==> config.mk <==
export PLATFORM = sky130hd
export DESIGN_NAME = fetch_sequencer
export DESIGN_NICKNAME = d
export VERILOG_FILES = /design/src/rtl/fetch_sequencer.sv
export SDC_FILE = /design/constraint.sdc
export NUM_CORES = 1
export LEC_CHECK = 0
export BUFFER_PORTS_ARGS = -buffer_cell sky130_fd_sc_hd__buf_2
export CAP_MARGIN = 25
export CORE_ASPECT_RATIO = 1.4
export CORE_MARGIN = 4
export CORE_UTILIZATION = 50
export CTS_BUF_LIST = sky130_fd_sc_hd__clkbuf_16
export CTS_CLUSTER_DIAMETER = 60
export DETAILED_ROUTE_END_ITERATION = 7
export GPL_TIMING_DRIVEN = 0
export PLACE_DENSITY = 0.87
export SYNTH_ARGS = -nofsm -noshare
export SYNTH_HDL_FRONTEND = slang
export SYNTH_SLANG_ARGS = --single-unit
==> constraint.sdc <==
create_clock -name clk -period 4 [get_ports clk]
set_clock_uncertainty 0.1 [all_clocks]
set_input_delay 1 -clock clk [delete_from_list [all_inputs] [get_ports clk]]
set_output_delay 1 -clock clk [all_outputs]
set_load 0.03 [all_outputs]
==> src/rtl/fetch_sequencer.sv <==
// fetch_sequencer
//   Instruction Fetch stage controller. Steps the PC register, issues the
//   instruction memory request, drives the IF/ID pipeline register controls,
//   stalls on memory wait and hazards, and redirects on taken branches. A
//   branch that resolves while a fetch is still in flight is parked in
//   `pending` until the wrong-path response has been drained.
//
// Ports
//   clk, rst       rising-edge clock, synchronous active-high reset
//   pc_out         current PC register value
//   pc_in          next value for the PC register
//   pc_freeze      1 holds the PC register
//   imem_addr      fetch address (always pc_out)
//   imem_req       fetch request, held until imem_ready
//   imem_ready     instruction valid this cycle; completes the request
//   hazard         hazard-unit stall request
//   branch_taken   one-cycle redirect pulse from EX
//   branch_addr    redirect target, valid with branch_taken
//   if_valid       IF/ID loads the fetched instruction this edge
//   if_flush       IF/ID clears to a bubble (overrides if_freeze)
//   if_freeze      IF/ID holds its contents (mirrors hazard)
module fetch_sequencer #(
    parameter int unsigned ADDR_W  = 32,
    parameter int unsigned PC_STEP = 4
) (
    input  logic              clk,
    input  logic              rst,
    input  logic [ADDR_W-1:0] pc_out,
    output logic [ADDR_W-1:0] pc_in,
    output logic              pc_freeze,
    output logic [ADDR_W-1:0] imem_addr,
    output logic              imem_req,
    input  logic              imem_ready,
    input  logic              hazard,
    input  logic              branch_taken,
    input  logic [ADDR_W-1:0] branch_addr,
    output logic              if_valid,
    output logic              if_flush,
    output logic              if_freeze
);

    typedef enum logic [1:0] {IDLE, FETCH, HOLD, DRAIN} state_t;

    state_t            state, state_nxt;
    logic [ADDR_W-1:0] pending, pending_nxt;

    assign imem_addr = pc_out;
    assign if_freeze = hazard;

    always_ff @(posedge clk) begin
        if (rst) begin
            state   <= IDLE;
            pending <= '0;
        end else begin
            state   <= state_nxt;
            pending <= pending_nxt;
        end
    end

    // Mealy outputs: the PC only advances on a completed fetch or a redirect.
    always_comb begin
        state_nxt   = state;
        pending_nxt = pending;
        pc_in       = pc_out + ADDR_W'(PC_STEP);
        pc_freeze   = 1'b1;
        imem_req    = 1'b0;
        if_valid    = 1'b0;
        if_flush    = 1'b0;
        if (rst) begin
            if_flush = 1'b1;
        end else begin
            unique case (state)
                IDLE: begin
                    state_nxt = FETCH;
                end
                FETCH: begin
                    imem_req = 1'b1;
                    if (branch_taken && imem_ready) begin
                        pc_in     = branch_addr;
                        pc_freeze = 1'b0;
                        if_flush  = 1'b1;
                    end else if (branch_taken) begin
                        // Request still outstanding: keep the PC (and hence
                        // imem_addr) stable and remember where to go.
                        pending_nxt = branch_addr;
                        if_flush    = 1'b1;
                        state_nxt   = DRAIN;
                    end else if (imem_ready && !hazard) begin
                        if_valid  = 1'b1;
                        pc_freeze = 1'b0;
                    end else if (imem_ready) begin
                        state_nxt = HOLD;
                    end
                end
                HOLD: begin
                    if (branch_taken) begin
                        pc_in     = branch_addr;
                        pc_freeze = 1'b0;
                        if_flush  = 1'b1;
                        state_nxt = FETCH;
                    end else if (!hazard) begin
                        state_nxt = FETCH;
                    end
                end
                DRAIN: begin
                    imem_req = 1'b1;
                    if (branch_taken) begin
                        pending_nxt = branch_addr;
                        if_flush    = 1'b1;
                    end
                    if (imem_ready) begin
                        // Newest branch wins over the parked target.
                        pc_in     = branch_taken ? branch_addr : pending;
                        pc_freeze = 1'b0;
                        state_nxt = FETCH;
                    end
                end
                default: state_nxt = IDLE;
            endcase
        end
    end

endmodule

==> flow_metrics.env <==
export IMPL_cts_root_buf="clkbuf_16"
export IMPL_muxShareOfSynthArea_pct=0
export IMPL_r2r_start="state[1]"
export IMPL_final_cell_mix="buf_2, nand2_1, a21oi_1"
export IMPL_critPathCaptureType="output port"
export IMPL_synth_yosys_seq_area_share_pct=24.4
export IMPL_synth_compound_area_share_pct=26.2
export IMPL_setup_violations=0
export IMPL_synthCells=387
export IMPL_power_density_nw_per_um2=292
export IMPL_cts_setup_buffers=0
export IMPL_crit_type="in2out"
export IMPL_dp_hpwl_um=7260
export IMPL_async_flop_share_pct=0
export IMPL_crit_arrival_ns=2.60
export IMPL_totalWireLength_um=9230
export IMPL_vias=3357
export IMPL_yosysUniqueCellTypes=43
export IMPL_viasPerCell=5.60
export IMPL_tns_ns=0
export IMPL_rsz0062_at_grt="false"
export IMPL_ir_worst_vdd_mv=0.205
export IMPL_syn_nets=458
export IMPL_crit_path_end="pc_in[30]"
export IMPL_synth_edff_count=0
export IMPL_hold_viol_final=0
export IMPL_cts_made_buffers=5
export IMPL_worst_pin_slew_ns=0.692
export IMPL_drt_iter0_markers=266
export IMPL_drc=0
export IMPL_min_period_ns=3.70
export IMPL_routedWlPerCell_um=15.4
export IMPL_rows=31
export IMPL_placed_cell_area_um2=3560
export IMPL_dieArea_um2=6850
export IMPL_start_kind="input port"
export IMPL_io_buffer_count=137
export IMPL_layout_commonest_cell="buf_2"
export IMPL_ios=138
export IMPL_clock_sinks=34
export IMPL_yosys_area_share_adder_pct=0.897
export IMPL_r2r_slack_ns=2.29
export IMPL_gr_total_overflow=0
export IMPL_fin_area_um2=3700
export IMPL_yosys_area_share_simple_pct=26.5
export IMPL_leakagePower_nw=1.61
export IMPL_drive_gt1_share_pct=38.2
export IMPL_clk_latency_ns=0.28
export IMPL_period_share_pct=92.5
export IMPL_clk_pin_slew_worst_paths_ns=0.05
export IMPL_initial_core_util_pct=52.9
export IMPL_dominantRegCellSynth="dfxtp_1"
export IMPL_ctsResizeCount=0
export IMPL_ys_ff_latch=34
export IMPL_track_usage_pct=25.1
export IMPL_reg2reg_to="pending[30]"
export IMPL_ys_warn_count=0
export IMPL_die_h_um=96.4
export IMPL_antenna_found_initial=1
export IMPL_avgSynthCellArea_um2=7.21
export IMPL_hp_class="reg2reg"
export IMPL_grt_start_max_net_pins=11
export IMPL_worstPathRequired_ns=2.90
export IMPL_hold_buffers=0
export IMPL_htree_num_levels=2
export IMPL_max_freq_mhz=270
export IMPL_r2r_cells=7
export IMPL_gp_congestion=0.881
export IMPL_fillers=488
export IMPL_syn_to_final_growth_pct=32.6
export IMPL_synth_xor_area_share_pct=8.48
export IMPL_synth_top_family_by_area="simple AND/OR/NAND/NOR gates"
export IMPL_dr_pass1_iters=6
export IMPL_syn_area_um2=2790
export IMPL_cts_buffer_depth=2
export IMPL_slew_headroom_pct=53.9
export IMPL_core_um2=5280
export IMPL_ant_nets=0
export IMPL_status="finished clean"
export IMPL_cp_max_fo=7
export IMPL_cts_tree="built"
export IMPL_drv_slew=0
export IMPL_grt_pass1_wl_um=13900
export IMPL_nets=602
export IMPL_first_global_vias=2979
export IMPL_die_w_um=71.1
export IMPL_crit_start="pc_out[2]"
export IMPL_cap_violations=0
-- power by group --
part           leakage (nW)  switching, mW  internal, mW
sequential            0.277        0.00615         0.352
clock                0.0724          0.142         0.225
combinational          1.26          0.232         0.124
-- worst min-delay path by stage --
stage	startpoint	endpoint	slack (ns)	cells past startpoint
after floorplan	pending[23]	pending[23]	0.34	2
after global placement	pending[11]	pending[11]	0.34	2
after detailed placement	pending[25]	pending[25]	0.35	2
after CTS	pending[25]	pending[25]	0.35	2
after global routing	pending[9]	pending[9]	0.37	2
final	pending[10]	pending[10]	0.35	2
-- cell usage after synthesis (2+ instances only) --
master	number	area, um^2
a21o_1	2	15.0
a21oi_1	42	210
a22oi_1	31	233
a2bb2oi_1	2	17.5
and3_1	4	25.0
and4_1	3	26.3
buf_2	11	55.1
buf_4	35	263
clkbuf_1	11	41.3
dfxtp_1	34	681
ha_1	2	25.0
inv_1	3	11.3
inv_2	2	7.51
nand2_1	81	304
nand2b_1	2	12.5
nand3_1	14	70.1
nand4_1	8	50.1
nor2_1	18	67.6
nor3_2	2	20.0
nor3_4	2	32.5
o21ai_1	3	15.0
o21bai_1	2	15.0
o22ai_1	24	150
o2bb2ai_1	3	26.3
or2_1	2	12.5
or4_1	2	15.0
xnor2_1	8	70.1
xor2_1	19	166
-- registers in the layout, indices dropped and copies added, names as in the netlist --
name     cells
state        2
pending     32
-- metal layers --
layer  up-vias  GRT usage, %  wire length (um)
met2       138          45.0              4900
met5         -             0                 0
met4         0          8.15               144
li1       1638             -                 -
met1      1567          30.1              3580
met3        14          4.55               605
-- kinds of logic (layout without fill, tap and decap cells) --
kind of cell / Yosys count / count (layout)
other cells: 0 / 1
buf+inv: 62 / 207
flops: 34 / 34
compound gates: 115 / 115
xor+xnor: 27 / 27
fa+ha+maj: 2 / 2
simple gates: 147 / 147
-- worst max-delay path, cell delays in order --
cell       delay, ns
buf_2           0.15
ha_1            0.20
nand3_1         0.22
nor3_4          0.30
nand3_1         0.14
xnor2_1         0.20
a2bb2oi_1       0.18
buf_2           0.22
-- stage by stage --
stage                     setup WS [ns]  utilization (%)  cells  power (mW)  hold WS [ns]
after global placement            0.298             67.4    590       0.712         0.342
after global routing              0.203             70.1    599        1.12         0.374
after CTS                         0.301             70.0    598        1.08         0.353
after floorplan                   0.418                -    387       0.589         0.336
after detailed placement          0.300             67.4    590       0.717         0.346
final                             0.300             70.1    599        1.08         0.355
-- layout make-up --
class	count	area [um^2]	share of cell area, %
multi-input cells	291	1730	46.8
repair buffers	137	686	18.5
flip-flops and latches	34	681	18.4
plain buffers	57	359	9.71
clock buffers	5	125	3.38
well taps	66	82.6	2.23
inverters	5	18.8	0.508
clock inverters	3	12.5	0.338
diodes	1	2.50	0.0677
(Power assumes the default switching activity.)
